$ cat config.mk
export PLATFORM = sky130hd
export DESIGN_NAME = loop_nest_scheduler_flat
export DESIGN_NICKNAME = d
export VERILOG_FILES = /design/src/rtl/loop_nest_scheduler_if.sv /design/src/rtl/loop_nest_scheduler.sv /design/src/flat_wrapper.sv
export SDC_FILE = /design/constraint.sdc
export NUM_CORES = 1
export LEC_CHECK = 0
export ABC_AREA = 1
export ABC_CLOCK_PERIOD_IN_PS = 3580
export CAP_MARGIN = 40
export CORE_UTILIZATION = 70
export DETAILED_ROUTE_END_ITERATION = 10
export DONT_BUFFER_PORTS = 1
export PLACE_DENSITY_LB_ADDON = 0.12
export SYNTH_ARGS = -nofsm -noshare
export SYNTH_HDL_FRONTEND = slang
export SYNTH_SLANG_ARGS = --single-unit
$ cat constraint.sdc
create_clock -name clk -period 3.58 [get_ports clk]
set_clock_uncertainty 0.05 [all_clocks]
set_input_delay 0.716 -clock clk [delete_from_list [all_inputs] [get_ports clk]]
set_output_delay 0.716 -clock clk [all_outputs]
set_load 0.02 [all_outputs]
$ cat src/rtl/loop_nest_scheduler_if.sv
// Handshake bundle between a pipeline controller and loop_nest_scheduler.
// Ports: start/extents/en (controller side), valid/idx/last/busy/done (scheduler).
interface loop_nest_scheduler_if #(
    parameter int WIDTH = 16,
    parameter int DEPTH = 3
);
    logic                   start;
    logic [DEPTH*WIDTH-1:0] extents;
    logic                   en;
    logic                   valid;
    logic [DEPTH*WIDTH-1:0] idx;
    logic                   last;
    logic                   busy;
    logic                   done;

    modport master (
        output start, extents, en,
        input  valid, idx, last, busy, done
    );

    modport slave (
        input  start, extents, en,
        output valid, idx, last, busy, done
    );
endinterface

$ cat src/rtl/loop_nest_scheduler.sv
// DEPTH-level loop nest walker: one issue every II enabled cycles, mixed-radix idx.
// Ports: clk, rst (sync, active-low), bus (slave: start/extents/en in; valid/idx/last/busy/done out).
// Option: LOOP_NEST_SCHEDULER_RESTART_EN lets start in RUN abort and restart the nest.
module loop_nest_scheduler #(
    parameter int WIDTH = 16,
    parameter int DEPTH = 3,
    parameter int II    = 1
) (
    input  logic                 clk,
    input  logic                 rst,
    loop_nest_scheduler_if.slave bus
);
    localparam int CW = (II > 1) ? $clog2(II) : 1;

    typedef enum logic {IDLE, RUN} state_t;

    state_t state_q, state_d;

    logic [DEPTH-1:0][WIDTH-1:0] ext_q, ext_d;
    logic [DEPTH-1:0][WIDTH-1:0] idx_q, idx_d;
    logic [DEPTH-1:0][WIDTH-1:0] ext_in;
    logic [DEPTH-1:0][WIDTH-1:0] idx_inc;
    logic [DEPTH-1:0]            at_max;
    logic [CW-1:0]               cnt_q, cnt_d;
    logic                        done_q, done_d;
    logic                        issue;
    logic                        at_end;
    logic                        ext_zero;

    assign ext_in = bus.extents;

    // Mixed-radix increment: a level wraps and carries only when
    // every lower level is also at its final value.
    always_comb begin
        logic carry;
        carry    = 1'b1;
        ext_zero = 1'b0;
        at_max   = '0;
        idx_inc  = idx_q;
        for (int k = 0; k < DEPTH; k++) begin
            at_max[k] = (idx_q[k] == ext_q[k] - WIDTH'(1));
            if (carry) begin
                idx_inc[k] = at_max[k] ? '0 : idx_q[k] + WIDTH'(1);
            end
            carry = carry & at_max[k];
            if (ext_in[k] == '0) begin
                ext_zero = 1'b1;
            end
        end
    end

    assign at_end = &at_max;
    assign issue  = (state_q == RUN) && bus.en && (cnt_q == '0);

    assign bus.valid = issue;
    assign bus.last  = issue && at_end;
    assign bus.busy  = (state_q == RUN);
    assign bus.done  = done_q;
    assign bus.idx   = idx_q;

    always_comb begin
        state_d = state_q;
        ext_d   = ext_q;
        idx_d   = idx_q;
        cnt_d   = cnt_q;
        done_d  = 1'b0;
        unique case (state_q)
            IDLE: begin
                if (bus.start) begin
                    if (ext_zero) begin
                        done_d = 1'b1;
                    end else begin
                        ext_d   = ext_in;
                        idx_d   = '0;
                        cnt_d   = '0;
                        state_d = RUN;
                    end
                end
            end
            RUN: begin
                if (bus.en) begin
                    cnt_d = (cnt_q == CW'(II - 1)) ? '0 : cnt_q + CW'(1);
                    if (issue) begin
                        idx_d = idx_inc;
                        if (at_end) begin
                            state_d = IDLE;
                            done_d  = 1'b1;
                        end
                    end
                end
`ifdef LOOP_NEST_SCHEDULER_RESTART_EN
                // Restart overrides the normal advance, including a
                // coinciding last issue (which is still shown on valid).
                if (bus.start) begin
                    idx_d = '0;
                    cnt_d = '0;
                    if (ext_zero) begin
                        state_d = IDLE;
                        done_d  = 1'b1;
                    end else begin
                        state_d = RUN;
                        done_d  = 1'b0;
                        ext_d   = ext_in;
                    end
                end
`endif
            end
            default: state_d = IDLE;
        endcase
    end

    always_ff @(posedge clk) begin
        if (!rst) begin
            state_q <= IDLE;
            ext_q   <= '0;
            idx_q   <= '0;
            cnt_q   <= '0;
            done_q  <= 1'b0;
        end else begin
            state_q <= state_d;
            ext_q   <= ext_d;
            idx_q   <= idx_d;
            cnt_q   <= cnt_d;
            done_q  <= done_d;
        end
    end
endmodule

$ cat src/flat_wrapper.sv
// flat-port wrapper written by rule: the top's interface ports become plain ports
module loop_nest_scheduler_flat 
#(
    parameter int WIDTH = 16,
    parameter int DEPTH = 3,
    parameter int II    = 1
)
  (clk, rst, bus_start, bus_extents, bus_en, bus_valid, bus_idx, bus_last, bus_busy, bus_done);
  loop_nest_scheduler_if #(.WIDTH(WIDTH), .DEPTH(DEPTH)) bus_i ();
  input  logic clk;
  input  logic rst;
  input wire logic [$bits(bus_i.start)-1:0] bus_start;
  input wire logic [$bits(bus_i.extents)-1:0] bus_extents;
  input wire logic [$bits(bus_i.en)-1:0] bus_en;
  output wire logic [$bits(bus_i.valid)-1:0] bus_valid;
  output wire logic [$bits(bus_i.idx)-1:0] bus_idx;
  output wire logic [$bits(bus_i.last)-1:0] bus_last;
  output wire logic [$bits(bus_i.busy)-1:0] bus_busy;
  output wire logic [$bits(bus_i.done)-1:0] bus_done;
  assign bus_i.start = bus_start;
  assign bus_i.extents = bus_extents;
  assign bus_i.en = bus_en;
  assign bus_valid = bus_i.valid;
  assign bus_idx = bus_i.idx;
  assign bus_last = bus_i.last;
  assign bus_busy = bus_i.busy;
  assign bus_done = bus_i.done;
  loop_nest_scheduler #(.WIDTH(WIDTH), .DEPTH(DEPTH), .II(II)) u_core (.clk(clk), .rst(rst), .bus(bus_i));
endmodule
==> impl_metrics.sql, run 1 <==
INSERT INTO impl_metrics (metric_group, metric, value, unit) VALUES
('timing', 'timing.final.max_slew_violations', '0', ''),
('routing', 'vias_per_cell', '5.625', ''),
('global_route', 'grt_start_max_net_pins', '74', ''),
('worst_setup_path', 'crit_chain', 'inv_1, ha_1, nand3_2, nor2_4, nand3_1, nand2_1, nand2_1, nor3_1, nand2_1, nor2_1, nand3_1, inv_1', ''),
('logic_synthesis', 'mappedNetlistNets', '1150', ''),
('final_layout', 'finalCoreUtilization', '75.18', '%'),
('clock_network', 'ctsResizeCount', '0', ''),
('clock_network', 'clk_latency', '380', 'ps'),
('clock_network', 'cts_buffers', '9', ''),
('timing', 'finalCriticalPeriod', '3331', 'ps'),
('timing', 'slew_headroom', '50.95', '%'),
('global_route', 'groute.usage.overall', '35.47', '%'),
('clock_network', 'cts_root_buf', 'sky130_fd_sc_hd__clkbuf_8', ''),
('worst_setup_path', 'worst-r2r-setup-slack', '840', 'ps'),
('global_route', 'grt_util_met2', '55.61', '%'),
('clock_network', 'tritoncts', 'done', ''),
('timing', 'final_hold_viol_count', '0', ''),
('final_layout', 'final_net_count', '1133', ''),
('final_layout', 'syn2layout_area_growth', '4.282', '%'),
('pwr', 'clkPwrFrac', '29.2', '%'),
('routing', 'routed_wire_length_per_instance', '14.30', 'um'),
('placed_design', 'gp_routability_congestion', '1.023', ''),
('run', 'max_cap_violations', '0', ''),
('pwr', 'pwr_density_cell', '384.2', 'mW/mm2'),
('global_route', 'grtUsageMet3', '7.027', '%'),
('logic_synthesis', 'synth_edf_count', '0', ''),
('clock_network', 'clk_transition_reported_paths', '110', 'ps'),
('worst_setup_path', 'critPathMostFrequentCell', 'sky130_fd_sc_hd__nand2_1', ''),
('placed_design', 'dp_worst_setup_slack', '483.5', 'ps'),
('floorplanning', 'die_span_in_y', '99.55', 'um'),
('worst_setup_path', 'timing.critical_path.required', '2810', 'ps'),
('global_route', 'grt.overflow.total', '0', ''),
('routing', 'detail_route.drc_violations', '0', ''),
('logic_synthesis', 'synth.top_cells.by_area', 'sky130_fd_sc_hd__dfxtp_1, sky130_fd_sc_hd__nand2_1, sky130_fd_sc_hd__nor2_1', ''),
('final_layout', 'final_common_cell', 'sky130_fd_sc_hd__nand2_1', ''),
('worst_setup_path', 'cp_slowest_stage_delay', '320', 'ps'),
('final_layout', 'layout-drive-gt1-share', '6.117', '%'),
('floorplanning', 'io_pins', '104', ''),
('timing', 'layout_worst_path_cycle_share', '93.05', '%'),
('routing', 'route.vias.total', '6795', ''),
('logic_synthesis', 'synth-seq-area-share', '29.45', '%'),
('worst_setup_path', 'worst_setup_path_start_kind', 'register', ''),
('worst_setup_path', 'cp.buffers_inverters', '2', ''),
('pwr', 'power.ir.vdd_worst', '198.0', 'uV'),
('worst_setup_path', 'crit_path_end_kind', 'output pin', ''),
('outcome', 'status', 'complete, no violations', ''),
('floorplanning', 'initial_utilization', '72.09', '%'),
('placed_design', 'dpl.hpwl', '12940', 'um'),
('floorplanning', 'floorplan.core_area', '0.009240', 'mm2'),
('pwr', 'cellInternalPower', '1.755', 'mW'),
('logic_synthesis', 'postSynth.asyncResetShare', '0', '%'),
('clock_network', 'post_cts_setup_bufs', '0', ''),
('worst_setup_path', 'cp_max_stage_cell', 'sky130_fd_sc_hd__dfxtp_1', ''),
('final_layout', 'final_cell_mix', 'sky130_fd_sc_hd__nand2_1, sky130_fd_sc_hd__nor2_1, sky130_fd_sc_hd__inv_1', ''),
('global_route', 'grt_antenna_before_repair', '0', ''),
('timing', 'timing_worst_slew_pin_value', '731.3', 'ps'),
('logic_synthesis', 'ys_seq_elements', '98', ''),
('floorplanning', 'std_cell_rows', '35', ''),
('routing', 'detailedRoute.firstPassIterationCount', '9', ''),
('global_route', 'vias_in_the_first_global_route', '5951', ''),
('global_route', 'globalRouteMet1Util', '48.20', '%'),
('floorplanning', 'design.die.area', '0.009910', 'mm2'),
('worst_hold_path', 'min-delay-path-class', 'input port to register', ''),
('final_layout', 'insertedDiodeCount', '0', ''),
('routing', 'drt_iter0_drc', '512', ''),
('logic_synthesis', 'synthCells', '1092', ''),
('worst_setup_path', 'timing.critical_path.fanout_max', '6', ''),
('logic_synthesis', 'synth_area_per_cell', '6.100', 'um2'),
('global_route', 'busiest_layer', 'met2', ''),
('worst_setup_path', 'timing.critical_path.max_delay_family', 'simple AND/OR/NAND/NOR gates', ''),
('logic_synthesis', 'synth.cell_area', '0.006661', 'mm2');
==> metrics by stage <==
step	power, mW	setup TNS, ps	hold WS, ps	cells	area (um2)
floorplan	1.774	0	397.9	1092	6661
global placement	1.880	0	416.8	1193	6724
detailed placement	1.894	0	419.8	1193	6724
CTS	2.661	0	396.5	1208	6937
global route	2.817	-6.537	401.6	1208	6947
finish	2.669	0	404.3	1208	6947
==> flip-flops by register name, summed over array words and instances (netlist names) <==
signal,flops
u_core.bus.busy,1
u_core.bus.idx,48
u_core.ext_q,48
u_core.bus.done,1
==> power by group through the flow <==
stage          clock network, mW  logic, mW  registers [mW]
2_1_floorplan                  0      0.527            1.25
3_3_place_gp                   0      0.613            1.27
3_5_place_dp                   0      0.626            1.27
4_1_cts                    0.786      0.632            1.24
5_1_grt                    0.830      0.732            1.26
6_report                   0.779      0.644            1.25
==> per-layer routing <==
metal | vias up | wire length, um
li1 | 3437 | -
met1 | 3023 | 7554
met2 | 297 | 7632
met3 | 38 | 1655
met4 | 0 | 426
met5 | - | 0
==> cells in the mapped netlist, types with 19 or more instances <==
cell	instances
sky130_fd_sc_hd__nor2_2	20
sky130_fd_sc_hd__xor2_1	42
sky130_fd_sc_hd__nand3_1	106
sky130_fd_sc_hd__inv_1	114
sky130_fd_sc_hd__xnor2_1	19
sky130_fd_sc_hd__o21ai_0	59
sky130_fd_sc_hd__a21oi_1	61
sky130_fd_sc_hd__nand2_1	248
sky130_fd_sc_hd__nand3b_1	19
sky130_fd_sc_hd__nor3_1	19
sky130_fd_sc_hd__clkbuf_1	23
sky130_fd_sc_hd__nor2_1	187
sky130_fd_sc_hd__dfxtp_1	98
==> worst reg2reg max path: stages, from the launching register on <==
cell and delay, ps:
sky130_fd_sc_hd__dfxtp_1 600, sky130_fd_sc_hd__buf_4 250, sky130_fd_sc_hd__nor2_1 60, sky130_fd_sc_hd__nand4_1 400, sky130_fd_sc_hd__clkinv_1 770, sky130_fd_sc_hd__o21ai_0 430, sky130_fd_sc_hd__a21oi_1 60
==> final timing paths <==
| kind | startpoint | to | cells after the start |
|---|---|---|---|
| max | u_core.ext_q[32] | bus_last | 12 |
| min | rst | u_core.bus.idx[41] | 2 |
| min reg2reg | u_core.ext_q[17] | u_core.ext_q[17] | 2 |
| max reg2reg | u_core.bus.busy | u_core.ext_q[13] | 6 |
==> cells by family (layout without fill, tap and decap cells) <==
logic type                 count (synthesis)  after routing  share of synthesized area (%)
and+or+nand+nor                          636            636                          41.85
adders and majority gates                  6              6                          1.127
xor gates and xnor gates                  61             61                          8.020
DFF                                       98             98                          29.45
AOI/OAI and AO/OA                        129            129                          9.823
buffers and inverters                    162            149                          9.730
==> layout make-up <==
class	instances	area, um2	share of cell area (%)
clock inverters	3	47.55	0.6844
well taps	129	161.4	2.323
clock buffers	12	165.2	2.378
repair buffers	12	90.09	1.297
inverters	122	459.2	6.610
flip-flops and latches	98	1962	28.24
multi-input cells	832	4061	58.47
(Power assumes the default switching activity.)
==> run 2: changes to the inputs <==
--- a/config.mk
+++ b/config.mk
@@ -6,8 +6,8 @@
 export NUM_CORES = 1
 export LEC_CHECK = 0
 export ABC_AREA = 1
-export ABC_CLOCK_PERIOD_IN_PS = 3580
-export CAP_MARGIN = 40
+export ABC_CLOCK_PERIOD_IN_PS = 4200
+export CAP_MARGIN = 5
 export CORE_UTILIZATION = 70
 export DETAILED_ROUTE_END_ITERATION = 10
 export DONT_BUFFER_PORTS = 1
==> constraint.sdc (replaced) <==
create_clock -name clk -period 4.2 [get_ports clk]
set_clock_uncertainty 0.05 [all_clocks]
set_input_delay 0.84 -clock clk [delete_from_list [all_inputs] [get_ports clk]]
set_output_delay 0.84 -clock clk [all_outputs]
set_load 0.02 [all_outputs]
==> run 2 against run 1 <==
Clock-buffer cell count did not move. Combinational power fell by 17%. Critical path depth rose by 3. Cell count fell by 0.50%. Global-route usage fell by 0.93 points. Setup slack improved by 390 ps. Die area did not move. Sequential cell count did not move. Worst hold slack improved by 34 ps. Largest power group unchanged. Highest routed layer unchanged.
==> impl_metrics.sql, run 2 (same netlist as run 1, synthesis figures left out) <==
INSERT INTO impl_metrics (metric_group, metric, value, unit) VALUES
('outcome', 'status', 'complete, no violations', ''),
('floorplanning', 'die_span_in_y', '99.55', 'um'),
('clock_network', 'clk_transition_reported_paths', '100', 'ps'),
('pwr', 'power.static_leakage', '3.137', 'nW'),
('global_route', 'groute.usage.overall', '34.54', '%'),
('routing', 'routed_wirelength', '16990', 'um'),
('worst_setup_path', 'timing.critical_path.required', '3310', 'ps'),
('pwr', 'total_power', '2.183', 'mW'),
('floorplanning', 'design.die.area', '0.009910', 'mm2'),
('run', 'max_cap_violations', '0', ''),
('clock_network', 'cts_buffers', '9', ''),
('placed_design', 'dpl.hpwl', '12920', 'um'),
('global_route', 'grt.overflow.total', '0', ''),
('worst_hold_path', 'min-delay-path-class', 'register to register', ''),
('worst_setup_path', 'timing.critical_path.fanout_max', '17', ''),
('routing', 'detailedRoute.firstPassIterationCount', '5', ''),
('worst_setup_path', 'setup.worst_path.class', 'register to output pin', ''),
('final_layout', 'final_common_cell', 'sky130_fd_sc_hd__nand2_1', ''),
('placed_design', 'gp_routability_congestion', '0.9606', ''),
('floorplanning', 'std_cell_rows', '35', ''),
('clock_network', 'post_cts_setup_bufs', '0', ''),
('routing', 'drtAntennaViolNets', '0', ''),
('clock_network', 'cts_root_buf', 'sky130_fd_sc_hd__clkbuf_8', ''),
('worst_setup_path', 'worst_setup_path_start_kind', 'register', ''),
('timing', 'finalCriticalPeriod', '3557', 'ps'),
('global_route', 'vias_in_the_first_global_route', '5732', ''),
('clock_network', 'postCtsHoldBufs', '0', ''),
('timing', 'final_hold_viol_count', '0', ''),
('clock_network', 'cts_htree_levels', '3', ''),
('final_layout', 'insertedDiodeCount', '0', ''),
('final_layout', 'final_net_count', '1126', ''),
('floorplanning', 'die_w', '99.55', 'um'),
('timing', 'timing.final.max_slew_violations', '0', ''),
('worst_setup_path', 'crit_path_end_kind', 'output pin', ''),
('worst_setup_path', 'timing.critical_path.arrival', '2670', 'ps'),
('final_layout', 'syn2layout_area_growth', '2.874', '%'),
('timing', 'timing.setup.tns', '0', 'ps'),
('pwr', 'power.ir.vdd_worst', '252.9', 'uV'),
('routing', 'routed_wire_length_per_instance', '14.13', 'um'),
('routing', 'drt_iter0_drc', '455', ''),
('final_layout', 'layout-drive-gt1-share', '5.405', '%'),
('floorplanning', 'io_pins', '104', ''),
('clock_network', 'clk_latency', '370', 'ps'),
('timing', 'timing_worst_slew_pin_value', '750.4', 'ps'),
('timing', 'slew_headroom', '49.66', '%'),
('floorplanning', 'floorplan.core_area', '0.009240', 'mm2'),
('final_layout', 'final_cell_mix', 'sky130_fd_sc_hd__nand2_1, sky130_fd_sc_hd__nor2_1, sky130_fd_sc_hd__inv_1', ''),
('timing', 'grt_setup_unrepaired', 'false', ''),
('global_route', 'grt_antenna_before_repair', '0', ''),
('clock_network', 'numClockSinks', '98', ''),
('clock_network', 'tritoncts', 'done', ''),
('timing', 'clock.fmax', '281.2', 'MHz'),
('global_route', 'grt_pass1_wl', '27440', 'um'),
('global_route', 'grt_start_max_net_pins', '74', ''),
('routing', 'route.vias.total', '6780', ''),
('timing', 'layout_worst_path_cycle_share', '84.68', '%'),
('clock_network', 'clk_path_buf_depth', '2', ''),
('routing', 'detail_route.drc_violations', '0', ''),
('timing', 'setup_viol', '0', ''),
('routing', 'vias_per_cell', '5.641', ''),
('pwr', 'pwr_density_cell', '318.6', 'mW/mm2'),
('placed_design', 'numPortBuffers', '0', ''),
('clock_network', 'ctsResizeCount', '0', ''),
('floorplanning', 'initial_utilization', '72.09', '%');
-- run 2: cell types whose count changed in the layout (fill, tap and decap cells not counted) --
cell,change
sky130_fd_sc_hd__buf_4,-7
sky130_fd_sc_hd__clkinv_2,+2
sky130_fd_sc_hd__bufinv_16,-1
sky130_fd_sc_hd__clkbuf_1,+1
sky130_fd_sc_hd__clkbuf_8,-1
sky130_fd_sc_hd__clkinv_4,-1
sky130_fd_sc_hd__clkinvlp_4,+1
sky130_fd_sc_hd__nand3_1,+1
sky130_fd_sc_hd__nand3_2,-1
sky130_fd_sc_hd__nor2_2,+1
sky130_fd_sc_hd__nor2_4,-1
-- run 2: final timing paths --
kind | depth (start not counted) | start | to | slack [ps]
worst max-delay path | 15 | u_core.ext_q[0] | bus_last | 640
worst min-delay path | 2 | u_core.ext_q[17] | u_core.ext_q[17] | 440
worst max register to register | 16 | u_core.ext_q[0] | u_core.bus.idx[32] | 1390
worst min register to register | 2 | u_core.ext_q[17] | u_core.ext_q[17] | 440
-- run 2: cell type report --
class	count	area (um2)
clock buffers	12	155.1
clock inverters	4	26.28
fillers	808	2387
inverters	122	459.2
multi-input cells	832	4051
flip-flops and latches	98	1962
well taps	129	161.4
repair buffers	5	37.54
-- run 2: worst max-delay path, stage by stage (launching register included) --
cell and delay (ps):
sky130_fd_sc_hd__dfxtp_1 380, sky130_fd_sc_hd__inv_2 80, sky130_fd_sc_hd__ha_1 230, sky130_fd_sc_hd__nand2_2 150, sky130_fd_sc_hd__inv_2 50, sky130_fd_sc_hd__nand2_1 60
sky130_fd_sc_hd__nand2_1 50, sky130_fd_sc_hd__nor2_1 80, sky130_fd_sc_hd__nand2_1 60, sky130_fd_sc_hd__nor2_1 140, sky130_fd_sc_hd__nand2_1 90, sky130_fd_sc_hd__nor2_2 130
sky130_fd_sc_hd__nand3_4 220, sky130_fd_sc_hd__clkinv_2 260, sky130_fd_sc_hd__nand3_1 120, sky130_fd_sc_hd__inv_1 190
-- run 2: stage by stage --
step                setup slack [ps]  hold WS [ps]  std cells  util [%]  area, um2
floorplan                       1497         397.9       1092         -       6661
CTS                            653.6         441.4       1202     74.16       6853
finish                         643.5         438.5       1202     74.16       6853
detailed placement              1052         427.5       1186     72.20       6671
global placement                1135         417.3       1186     72.20       6671
global route                   445.5         464.5       1202     74.16       6853
-- run 2: power by group --
| part | internal, mW | switching [mW] | total, mW |
|---|---|---|---|
| combinational | 0.188 | 0.349 | 0.537 |
| clock | 0.248 | 0.332 | 0.580 |
| sequential | 0.980 | 0.0863 | 1.07 |
| total | 1.42 | 0.767 | 2.18 |
-- run 2: per-layer routing --
| metal | global-route usage [%] | share of wire, % |
|---|---|---|
| met2 | 56.30 | 45 |
| met3 | 7.027 | 8.9 |
| met1 | 47.07 | 45 |
| met5 | 0 | 0 |
| met4 | 7.919 | 1.5 |
